**config.mk**
```make
export PLATFORM = sky130hd
export DESIGN_NAME = aidan_mcnay_serial_loader
export DESIGN_NICKNAME = d
export VERILOG_FILES = /design/src/rtl/aidan_mcnay_serial_loader.sv
export SDC_FILE = /design/constraint.sdc
export NUM_CORES = 1
export LEC_CHECK = 0
export CAP_MARGIN = 5
export CORE_MARGIN = 8
export CORE_UTILIZATION = 35
export CTS_BUF_LIST = sky130_fd_sc_hd__clkbuf_8 sky130_fd_sc_hd__clkbuf_16
export CTS_CLUSTER_SIZE = 24
export DETAILED_ROUTE_END_ITERATION = 12
export PLACE_DENSITY = 0.66
export SLEW_MARGIN = 20
export SYNTH_ARGS = -nofsm -noshare
export SYNTH_HDL_FRONTEND = slang
export SYNTH_SLANG_ARGS = --single-unit
```
**constraint.sdc**
```tcl
create_clock -name clk -period 3.5 [get_ports clk]
set_input_delay 0.35 -clock clk [delete_from_list [all_inputs] [get_ports clk]]
set_output_delay 0.35 -clock clk [all_outputs]
set_load 0.02 [all_outputs]
```
**src/rtl/aidan_mcnay_serial_loader.sv**
```systemverilog
// Serial MSB-first candidate loader: one-hot write enables into a one-bit
// register bank, then presents the assembled word over valid/ready.
module aidan_mcnay_serial_loader #(
    parameter int unsigned NBITS = 16
) (
    input  logic                       clk,
    input  logic                       reset,
    input  logic                       start,
    input  logic                       bit_in,
    input  logic                       bit_valid,
    output logic                       busy,
    output logic [NBITS-1:0]           load_en,
    output logic [$clog2(NBITS)-1:0]   bit_idx,
    output logic                       out_valid,
    input  logic                       out_ready,
    output logic [NBITS-1:0]           data
);

    localparam int unsigned IDXW = $clog2(NBITS);
    localparam logic [IDXW-1:0]  LAST_IDX = IDXW'(NBITS - 1);
    localparam logic [NBITS-1:0] MSB_ONE  = {1'b1, {(NBITS-1){1'b0}}};

    typedef enum logic [1:0] {
        ST_IDLE = 2'd0,
        ST_LOAD = 2'd1,
        ST_HOLD = 2'd2
    } state_e;

    state_e            state_q, state_d;
    logic [IDXW-1:0]   bit_idx_q, bit_idx_d;
    logic [NBITS-1:0]  bank_q, bank_d;
    logic              busy_q, busy_d;
    logic              out_valid_q, out_valid_d;

    always_ff @(posedge clk or negedge reset) begin
        if (!reset) begin
            state_q     <= ST_IDLE;
            bit_idx_q   <= '0;
            bank_q      <= '0;
            busy_q      <= 1'b0;
            out_valid_q <= 1'b0;
        end else begin
            state_q     <= state_d;
            bit_idx_q   <= bit_idx_d;
            bank_q      <= bank_d;
            busy_q      <= busy_d;
            out_valid_q <= out_valid_d;
        end
    end

    // Next state, bank update and the same-cycle write enable.
    always_comb begin
        state_d   = state_q;
        bit_idx_d = bit_idx_q;
        bank_d    = bank_q;
        load_en   = '0;

        unique case (state_q)
            ST_IDLE: begin
                if (start) begin
                    state_d   = ST_LOAD;
                    bit_idx_d = '0;
                    bank_d    = '0;
                end
            end
            ST_LOAD: begin
                if (start) begin
                    bit_idx_d = '0;
                    bank_d    = '0;
                end else if (bit_valid) begin
                    load_en = MSB_ONE >> bit_idx_q;
                    bank_d  = (bank_q & ~load_en) | (bit_in ? load_en : '0);
                    if (bit_idx_q == LAST_IDX) begin
                        state_d   = ST_HOLD;
                        bit_idx_d = '0;
                    end else begin
                        bit_idx_d = bit_idx_q + IDXW'(1);
                    end
                end
            end
            ST_HOLD: begin
                if (out_ready) begin
                    if (start) begin
                        state_d   = ST_LOAD;
                        bit_idx_d = '0;
                        bank_d    = '0;
                    end else begin
                        state_d = ST_IDLE;
                    end
                end
            end
            default: begin
                state_d   = ST_IDLE;
                bit_idx_d = '0;
                bank_d    = '0;
            end
        endcase

        busy_d      = (state_d != ST_IDLE);
        out_valid_d = (state_d == ST_HOLD);
    end

    assign busy      = busy_q;
    assign out_valid = out_valid_q;
    assign bit_idx   = bit_idx_q;
    assign data      = bank_q;

endmodule

```
# == Word-level counts from Yosys, hierarchy flattened ==
# Cells that the tools add are included.
# word_totals
reg_bits,24
in_bits,6
output_inout_bits,38
elab_cells,41
# classes
addsub,1
n_eq_ne,6
shift,1
muxes,22
bitwise_logic,3
reduce_logical,3
# ops
cell,count
16-bit two-way mux,8
16-bit one-hot mux with 3 select lines,1
4-bit two-way mux,5
16-bit AND,1
16-bit inverter,1
16-bit bitwise OR,1
16-bit by 4-bit right shift with 16-bit output (first input constant),1
4-bit one-hot mux with 3 select lines,1
2-bit two-way mux,5
2-bit one-hot mux with 3 select lines,1
4-bit by 1-bit adder with 4-bit output (second input constant),1
2-bit == test (second input constant),2
4-bit == test (second input constant),1
3-bit != test (second input constant),1
2-bit by 1-bit == test with 1-bit output (second input constant),1
2-bit zero test,1
2-bit != test (second input constant),1
2-bit AND reduction,1
2-bit nonzero test,1
1-bit two-way mux,1

# == Depth between registers and ports, before layout ==
# Gate-level depths: netlist of run 1.
# depth
depth_word,7
depth_mapped,6
depth_no_buf,5

# == Worst setup path after synthesis of run 1 ==
# Ideal clock, no wire load.
# synth_path
kind,reg2out
startpoint,"reg bit_idx_q[3], in the netlist bit_idx[3]"
endpoint,out load_en[1]
arrival_ps,1461
setup_slack_ps,1689
path_stages_with_launch,5
cell_sequence,dfrtp_1 > clkbuf_1 > clkbuf_1 > nand2_1 > nor2_1
# synth_via
elab_chain_cells,4
# synth_rtl
element,line_no,rtl
start: declaration,30,"logic [IDXW-1:0] bit_idx_q, bit_idx_d;"
start signal: assignment,44,bit_idx_q <= bit_idx_d;
16-bit by 4-bit right shift with 16-bit output,71,load_en = MSB_ONE >> bit_idx_q;
16-bit two-way mux,70,end else if (bit_valid) begin
16-bit two-way mux,67,if (start) begin
16-bit two-way mux,58,unique case (state_q)
end: declaration,12,"output logic [NBITS-1:0] load_en,"
# No other way between the ends.

# == Worst setup path after layout of run 1 ==
# layout_path
startpoint,in bit_valid
endpoint,out load_en[14]
# layout_via
elab_chain_cells,3
# layout_rtl
element,line_no,rtl
start: declaration,10,"input logic bit_valid,"
16-bit two-way mux,70,
16-bit two-way mux,67,
16-bit two-way mux,58,
# No other way between the ends.

==> results of run 1 <==
-- layout by cell type, fill, tap and decap left out, types with 2 or more instances in the layout --
| master | instances |
|---|---|
| clkbuf_8 | 4 |
| nor2b_1 | 3 |
| dfrtp_1 | 24 |
| ha_1 | 6 |
| nor3b_1 | 2 |
| o21ai_0 | 4 |
| inv_1 | 5 |
| nor3_1 | 4 |
| o2111ai_1 | 12 |
| nor2_1 | 14 |
| a41oi_1 | 2 |
| buf_4 | 2 |
| o211ai_1 | 14 |
| nand2_1 | 11 |
| clkdlybuf4s50_1 | 42 |
| mux2i_1 | 15 |
| a21oi_1 | 3 |
| and4b_1 | 2 |
| nand3_1 | 2 |
| o2bb2ai_1 | 4 |
| nand2b_1 | 3 |
| a21boi_0 | 2 |
-- cells in the mapped netlist --
| cell type | instances | area (um^2) |
|---|---|---|
| dfrtp_1 | 24 | 600.6 |
| mux2i_1 | 15 | 150.1 |
| nor2_1 | 14 | 52.55 |
| o211ai_1 | 14 | 105.1 |
| o2111ai_1 | 12 | 105.1 |
| nand2_1 | 11 | 41.29 |
| clkbuf_1 | 9 | 33.78 |
| ha_1 | 6 | 75.07 |
| inv_1 | 5 | 18.77 |
| nor3_1 | 4 | 20.02 |
| o21ai_0 | 4 | 20.02 |
| o2bb2ai_1 | 4 | 35.03 |
| a21oi_1 | 3 | 15.01 |
| buf_2 | 3 | 15.01 |
| nand2b_1 | 3 | 18.77 |
| nor2b_1 | 3 | 18.77 |
| a21boi_0 | 2 | 15.01 |
| a41oi_1 | 2 | 17.52 |
| and4b_1 | 2 | 20.02 |
| nand3_1 | 2 | 10.01 |
| nor3b_1 | 2 | 15.01 |
| a21boi_1 | 1 | 7.510 |
| and2_1 | 1 | 6.260 |
| and4bb_2 | 1 | 12.51 |
| nand3b_1 | 1 | 7.510 |
| o211ai_2 | 1 | 12.51 |
| o21a_1 | 1 | 7.510 |
| o21ai_1 | 1 | 5.000 |
| o31a_2 | 1 | 10.01 |
| or3b_1 | 1 | 8.760 |
| or3b_4 | 1 | 11.26 |
| or4_4 | 1 | 11.26 |
-- where the power goes --
part           internal [W]  leakage (nW)  switching (W)
Sequential         0.000288         0.321      0.0000153
Clock              0.000101        0.0288      0.0000924
Combinational     0.0000592         0.491      0.0000872
-- cell families (layout without fill, tap and decap cells) --
kind of cell | count (synthesis) | after routing | synth area share [%]
buf+inv | 17 | 54 | 4.496
flops | 24 | 24 | 39.97
fa+ha+maj | 6 | 6 | 4.996
simple gates | 47 | 47 | 16.90
compound gates | 46 | 46 | 23.65
mux | 15 | 15 | 9.991
-- worst reg2reg max path, delay by kind of cell (launching register included) --
family	cells	cell delay, ns
mux	1	0.25
flops	1	0.46
compound gates	1	0.54
simple gates	1	0.50
-- worst max path at each step --
stage                                      start           to  slack (ns)
after CTS                              bit_valid  load_en[14]        0.94
after global routing                   bit_valid  load_en[13]        0.86
after floorplan           bit_idx[3]$_DFFE_PN0P_   load_en[1]        1.69
after detailed placement               bit_valid  load_en[14]        0.94
after global placement                 bit_valid  load_en[15]        0.99
final                                  bit_valid  load_en[14]        0.95
-- area by class of cell --
type	count	area (um^2)
fillers	399	2220
multi-input cells	114	834.6
flip-flops and latches	24	600.6
repair buffers	45	440.4
well taps	52	65.06
clock buffers	4	55.05
inverters	5	18.77
-- routing by layer --
layer,vias up,part of all wire (%)
li1,660,-
met1,699,43
met2,26,50
met3,7,4.8
met4,0,1.3
met5,-,0
-- state kept, by name, indices dropped and copies added (netlist names) --
| register | flops |
|---|---|
| bit_idx | 4 |
| out_valid | 1 |
| state_q | 2 |
| data | 16 |
| busy | 1 |
-- through the flow --
step                hold slack, ns  total power, W
detailed placement          0.5124       0.0004556
CTS                         0.5332       0.0006500
finish                     0.04790       0.0006423
floorplan                  0.05441       0.0003919
global placement            0.4933       0.0004510
global route               0.09360       0.0006725
==> metrics.md, run 1 <==
| Metric | Value |
|---|---|
| Status | completed |
| Critical Path End Type | primary output |
| Cell chain of the critical path | clkdlybuf4s50_1 -> and4bb_2 -> nand2_1 -> nor3_1 -> clkdlybuf4s50_1 |
| Final Skew | about 0.010 ns |
| Core footprint | 4234 um^2 |
| Remaining global-route overflow | 0 |
| Number of diodes | 0 |
| Number of global-route vias before repair | about 1400 |
| Synthesized area | 1503 um^2 |
| Design Area, Final | 2014 um^2 |
| Crit Path Max Fanout | 9 |
| Final WL | 4137 um |
| DP Area | 1964 um^2 |
| GRT met1 Usage | between 10% and 20% |
| Setup tns final | 0 ns |
| # placed instances | 240 |
| RSZ-0062 raised after global routing | false |
| Final setup violation count | 0 |
| DR iter-0 viols | 71 |
| Die width | 81.53 um |
| Worst setup margin | 0.9451 ns |
| Worst-margin pin slew | 0.8275 ns |
| Syn_nets | 167 |
| First-pass DRT Iterations | 4 |
| Initial antenna violation count | 0 |
| CTS Sinks | 24 |
| Routed len/inst | 16.95 um |
| # DRC | 0 |
| HPWL after detailed placement | about 3000 um |
| Warnings from Yosys | 0 |
| CP max stage delay | 0.65 ns |
| Flops & latches, synth | 24 |
| Io pins | 44 |
| Largest net degree at the start of global routing | 25 |
| Syn-to-layout area delta | 34.05% |
| Slew headroom | between 40% and 50% |
| Reg2reg end | bit_idx[2]$_DFFE_PN0P_ |
| Num CTS Buffers | 3 |
| R2R cell count | 3 |
| CP most frequent cell | clkdlybuf4s50_1 |
| Via count | 1392 |
| WS Path Type | input port to primary output |
| Post-synthesis sequential area ratio | between 30% and 40% |
| Root buffer cell | clkbuf_8 |
| GRT met3 Usage | under 10% |
| Met2 Usage GRT | a little over a fifth |
| Port Buffer Count | 43 |
| Post-CTS Resized | 0 |
| GRT busiest layer | met2 |
| Worst Setup Start Kind | input port |
| Pins Over Slew Limit | 0 |
| Avg Cell Area, Syn | 9.695 um^2 |
| # Max-Cap Violations | 0 |
| Detail Route Antenna Nets | 0 |
| GRT Util Overall | 12.93% |
| Largest delay contributor family on the critical path | buffers and inverters |
| VDD IR-drop max | about 190 uV |
| Final Wtd Congestion | between 0.8 and 0.9 |
| Required time worst endpoint | 3.15 ns |
| Power Dens Cells | 318.9 nW/um^2 |
| Fmax | 391.4 MHz |
| Final hold violations | 0 |
| CTS tree | done |
| Util after Layout | 47.58% |
| Place WS | 0.9371 ns |
| Clk buf depth | 2 |
| Die H | just over 80 um |
| FF-to-FF Start | state_q[1]$_DFF_PN0_ |
| HP Class | input port to asynchronous set/reset pin |
| First-pass GRT wire length | approximately 7000 um |
| Non-filler cells, final | 244 |
| Static Leak | 0.8405 nW |
| Htree depth | 1 |
| Std cell rows | 24 |
| Post-CTS Setup Inserts | 0 |
| Clk slew on worst S/H paths | 0.09 ns |
| WP buf/inv | 2 |
| Yosys cell types | 32 |
| Cts hold-fix bufs | 0 |
| Initial Utilization | 35.49% |
| Die area | ~6600 um^2 |
| Share of cells above drive strength 1 | 6.250% |
| CP Depth | 5 |
| Slowest CP cell | clkdlybuf4s50_1 |
| Minimum clock period | 2.555 ns |
| Clock Latency Late Sink | approximately 0.27 ns |
| CP Data Arrival Time | ~2.2 ns |
| Tcrit/Tclk final | 73.00% |
| Worst R2R Setup Slack | 1.66 ns |
| Vias per std cell | 5.705 |
| Syn Inst Count | 155 |
| Nets | roughly 200 |
Power figures use the tool's default switching activity.
==> run 2, diff against run 1 <==
Clock period 3.5 ns to 2.6 ns, I/O delays scaled along.
==> metrics.md, run 2 (same netlist as run 1, synthesis figures left out) <==
| Metric | Value |
|---|---|
| Slowest CP cell | clkdlybuf4s50_1 |
| CTS tree | done |
| Post-CTS Resized | 0 |
| Most common cell after layout, fill and taps aside | clkdlybuf4s50_1 |
| Post-CTS Setup Inserts | 0 |
| Pins Over Slew Limit | 0 |
| Tcrit/Tclk final | 90.99% |
| Status | completed |
| Nets | 208 |
| Final Wtd Congestion | 0.8307 |
| Die H | 81.53 um |
| Internal Pwr Total | 0.0006764 W |
| Clk buf depth | 2 |
| Routed wl met3 | approximately 180 um |
| Final Skew | 0.005023 ns |
| Met2 Wirelength | 2218 um |
| Routed len/inst | approximately 17 um |
| Largest net degree at the start of global routing | 25 |
| Std cell rows | 24 |
| Root buffer cell | clkbuf_8 |
| CTS Sinks | 24 |
| Initial Utilization | 35.49% |
| Setup tns final | 0 ns |
| Crit Path Max Fanout | 6 |
| Final WL | 4302 um |
| DR iter-0 viols | 62 |
| Highest-count cells in the layout ignoring fill and taps | clkdlybuf4s50_1 (43), dfrtp_1 (24), mux2i_1 (15) |
| Slew headroom | 57.82% |
| Max reg flops | 16 |
| Worst Setup Start Kind | flop |
| Remaining global-route overflow | 0 |
| CP max stage delay | 0.64 ns |
| Share of cells above drive strength 1 | 7.179% |
| Minimum clock period | 2.366 ns |
| Die width | 81.53 um |
| Design Area, Final | 2058 um^2 |
| Clk slew on worst S/H paths | 0.09 ns |
| Clk pwr share | 35.6% |
| Detail Route Antenna Nets | 0 |
| Io pins | 44 |
| Worst-margin pin slew | 0.6326 ns |
| GRT Util Overall | 13.40% |
| Worst setup margin | ~0.23 ns |
| Die area | 6646 um^2 |
| Max layer used | met4 |
| # DRC | 0 |
| Port Buffer Count | 43 |
| Vias per std cell | around 5.7 |
| Switching share of power | between 20% and 30% |
| # Max-Cap Violations | 0 |
| Core footprint | 4234 um^2 |
| HP Class | input port to asynchronous set/reset pin |
| DP Area | 1987 um^2 |
| Cts hold-fix bufs | 0 |
| Final hold violations | 0 |
| Num CTS Buffers | 3 |
| WP buf/inv | 2 |
| First-pass DRT Iterations | 4 |
| Syn-to-layout area delta | 36.97% |
| Register share of total power | 43.1% |
| Static Leak | between 0.8 and 0.9 nW |
| Gate power share | between 20% and 30% |
| Required time worst endpoint | 2.34 ns |
| CP Data Arrival Time | 2.11 ns |
| Via count | 1404 |
| Power Dens Cells | 460.1 nW/um^2 |
| DRT met1 WL | 1858 um |
| First-pass GRT wire length | 7100 um |
| Clock Latency Late Sink | between 0.2 and 0.3 ns |
| HPWL after detailed placement | approximately 3200 um |
| Initial antenna violation count | 0 |
| Number of global-route vias before repair | 1390 |
| Post-layout power | 0.0009471 W |
| Number of diodes | 0 |
| Critical Path End Type | primary output |
| Cell chain of the critical path | inv_1 -> ha_1 -> nand2_1 -> nor3_1 -> clkdlybuf4s50_1 |
| VDD IR-drop max | 220.4 uV |
| Htree depth | 1 |
| Final setup violation count | 0 |
| Fmax | roughly 420 MHz |
| Largest delay contributor family on the critical path | buffers and inverters |
| WS Path Type | flop to primary output |
| Switch Pwr | 0.0002707 W |
| RSZ-0062 raised after global routing | false |
| Place WS | between 0.3 and 0.4 ns |
-- run 2: changes by cell type in the layout (fill, tap and decap cells not counted) --
cell             delta
bufinv_16           +1
buf_4               +3
buf_2               -1
clkdlybuf4s50_1     +1
clkbuf_8            -1
-- run 2: per-stage QoR --
step / hold slack (ns) / util (%) / instances
after floorplan: -0.03559 / - / 155
after global placement: 0.4888 / 46.93 / 243
after detailed placement: 0.5065 / 46.93 / 243
after CTS: 0.3615 / 48.61 / 247
after global routing: 0.3771 / 48.61 / 247
final: 0.3447 / 48.61 / 247
-- run 2: layer usage --
metal | vias to the layer above | GRT usage [%]
li1 | 666 | -
met1 | 704 | 16.55
met2 | 28 | 22.99
met3 | 6 | 2.407
met4 | 0 | 4.286
met5 | - | 0
-- run 2: worst paths after layout --
check	startpoint	to	slack (ns)	cells after the start
max	bit_idx[0]$_DFFE_PN0P_	load_en[13]	0.23	5
min	reset	data[12]$_DFFE_PN0P_	0.34	2
max reg2reg	state_q[1]$_DFF_PN0_	bit_idx[0]$_DFFE_PN0P_	0.74	3
min reg2reg	data[0]$_DFFE_PN0P_	data[0]$_DFFE_PN0P_	0.52	1
max in group asynchronous	reset	data[11]$_DFFE_PN0P_	2.01	2
min in group clk	data[0]$_DFFE_PN0P_	data[0]$_DFFE_PN0P_	0.52	1
-- run 2: cell type report --
| class | instances | area (um^2) |
|---|---|---|
| clock inverters | 1 | 30.03 |
| fillers | 385 | 2176 |
| inverters | 5 | 18.77 |
| flip-flops and latches | 24 | 600.6 |
| well taps | 52 | 65.06 |
| repair buffers | 48 | 467.9 |
| clock buffers | 3 | 41.29 |
| multi-input cells | 114 | 834.6 |
-- run 2: worst register-to-register path: stages (launching register included) --
cell and delay [ns]:
dfrtp_1 0.48, or3b_1 0.53, a21boi_1 0.54, mux2i_1 0.24
-- run 2: power groups by stage --
stage	combinational [W]	clock, W	sequential, W
final	0.000201	0.000338	0.000408
after global routing	0.000220	0.000354	0.000412
after CTS	0.000204	0.000344	0.000408
after detailed placement	0.000203	0	0.000416
after global placement	0.000197	0	0.000414
after floorplan	0.000102	0	0.000426
==> run 3, diff against run 2 <==
Settings changed: SETUP_SLACK_MARGIN set to 0.4.
==> metrics.md, run 3 (same netlist as run 1, synthesis figures left out) <==
| Metric | Value |
|---|---|
| Highest-count cells in the layout ignoring fill and taps | clkdlybuf4s50_1 (27), dfrtp_1 (23), dlygate4sd2_1 (16) |
| Fill cells | ~400 |
| Slew headroom | 61.61% |
| Design Area, Final | 2047 um^2 |
| Cts hold-fix bufs | 0 |
| Final hold violations | 0 |
| Clk slew on worst S/H paths | 0.09 ns |
| HPWL after detailed placement | 3151 um |
| Clock Latency Late Sink | 0.27 ns |
| Syn-to-layout area delta | 36.22% |
| # placed instances | 243 |
| RSZ-0062 raised after global routing | false |
| Register area | 601.8 um^2 |
| First-pass GRT wire length | 7113 um |
| Multi-input logic area | 842.1 um^2 |
| Initial Utilization | 35.49% |
| VDD IR-drop max | 220.4 uV |
| Die area | around 6600 um^2 |
| Root buffer cell | clkbuf_8 |
| Detail Route Antenna Nets | 0 |
| Die width | 81.53 um |
| DP Area | around 2000 um^2 |
| Most common cell after layout, fill and taps aside | clkdlybuf4s50_1 |
| Setup tns final | 0 ns |
| # DRC | 0 |
| Status | completed |
| Final Wtd Congestion | 0.8307 |
| Core footprint | about 4200 um^2 |
| Remaining global-route overflow | 0 |
| CP max stage delay | ~0.45 ns |
| Routed len/inst | around 17 um |
| Num CTS Buffers | 3 |
| CTS tree | done |
| Worst R2R Setup Slack | 0.77 ns |
| Critical Path End Type | primary output |
| WS Path Type | flop to primary output |
| Number of global-route vias before repair | 1391 |
| Port Buffer Count | 43 |
| WP buf/inv | 2 |
| Die H | 81.53 um |
| Max reg flops | 16 |
| Fmax | ~500 MHz |
| Via count | 1391 |
| GRT Util Overall | 13.42% |
| Static Leak | around 0.93 nW |
| Nets | 208 |
| CTS Sinks | 24 |
| Final setup violation count | 0 |
| Worst Setup Start Kind | flop |
| Final WL | roughly 4300 um |
| # Max-Cap Violations | 0 |
| Largest net degree at the start of global routing | 25 |
| Io pins | 44 |
| Vias per std cell | 5.632 |
| Post-layout power | around 0.00094 W |
| CP Data Arrival Time | 1.78 ns |
| Hold Slack | 0.3454 ns |
| Minimum clock period | 2.042 ns |
| Clk buf depth | 2 |
| Non-filler cells, final | between 200 and 250 |
| Number of diodes | 0 |
| Crit Path Max Fanout | 6 |
| Tcrit/Tclk final | between 70 and 80% |
| Htree depth | 1 |
| Worst-margin pin slew | around 0.57 ns |
| Post-CTS Setup Inserts | 0 |
| Slowest CP cell | dfrtp_1 |
| Share of cells above drive strength 1 | 9.231% |
| Power Dens Cells | 461.6 nW/um^2 |
| First-pass DRT Iterations | 4 |
| DR iter-0 viols | 59 |
| Initial antenna violation count | 0 |
| Final Skew | 0.003815 ns |
| HP Class | input port to asynchronous set/reset pin |
| Cell chain of the critical path | inv_1 -> ha_1 -> nand2_1 -> nor3_1 -> dlygate4sd2_1 |
| Pins Over Slew Limit | 0 |
| Std cell rows | 24 |
| Largest delay contributor family on the critical path | buffers and inverters |
| Required time worst endpoint | 2.34 ns |
==> run 3: cell count changes in the layout (fill, tap and decap cells not counted), sizes merged <==
| cell | before | now |
|---|---|---|
| dlygate4sd2 | 0 | 16 |
| clkdlybuf4s50 | 43 | 27 |
==> run 3: path summary, 6_finish.rpt <==
check | startpoint | end | cells past startpoint
worst min-delay path | reset | data[12]$_DFFE_PN0P_ | 2
max in group asynchronous | reset | bit_idx[3]$_DFFE_PN0P_ | 2
worst min register to register | data[0]$_DFFE_PN0P_ | data[0]$_DFFE_PN0P_ | 1
worst max register to register | state_q[1]$_DFF_PN0_ | bit_idx[0]$_DFFE_PN0P_ | 3
worst max-delay path | bit_idx[0]$_DFFE_PN0P_ | load_en[15] | 5
min in group clk | data[0]$_DFFE_PN0P_ | data[0]$_DFFE_PN0P_ | 1
==> run 3: power breakdown <==
| group | switching, W | internal, W | leakage (nW) |
|---|---|---|---|
| logic | 0.000118 | 0.0000818 | 0.576 |
| clock network | 0.000131 | 0.000206 | 0.0357 |
| registers | 0.0000209 | 0.000387 | 0.320 |
| total | 0.000270 | 0.000675 | 0.932 |
==> run 3: routing by layer <==
metal	track usage (%)	vias up	share of wire (%)
met1	16.61	688	43
met4	4.286	0	1.1
li1	-	668	-
met2	22.99	29	52
met5	0	-	0
met3	2.407	6	4.5
==> run 3: what timing repair did <==
item	4_1_cts	5_1_grt
endpoints found under the setup margin	16	2
pin swaps	0	0
gates resized for setup	19	1
==> run 3: layout make-up <==
type / count / area share [%]
tap: 52 / 3.178
inverter: 5 / 0.9169
sequential: 24 / 29.40
timing repair buffer: 48 / 21.88
multi-input combinational: 114 / 41.14
clock buffer: 3 / 2.017
clock inverter: 1 / 1.467
==> run 3: through the flow <==
| stage | setup slack, ns | util [%] |
|---|---|---|
| final | 0.5580 | 48.35 |
| after global placement | 0.3846 | 46.93 |
| after global routing | 0.4200 | 48.35 |
| after floorplan | 0.8790 | - |
| after CTS | 0.5264 | 48.29 |
| after detailed placement | 0.3640 | 46.93 |
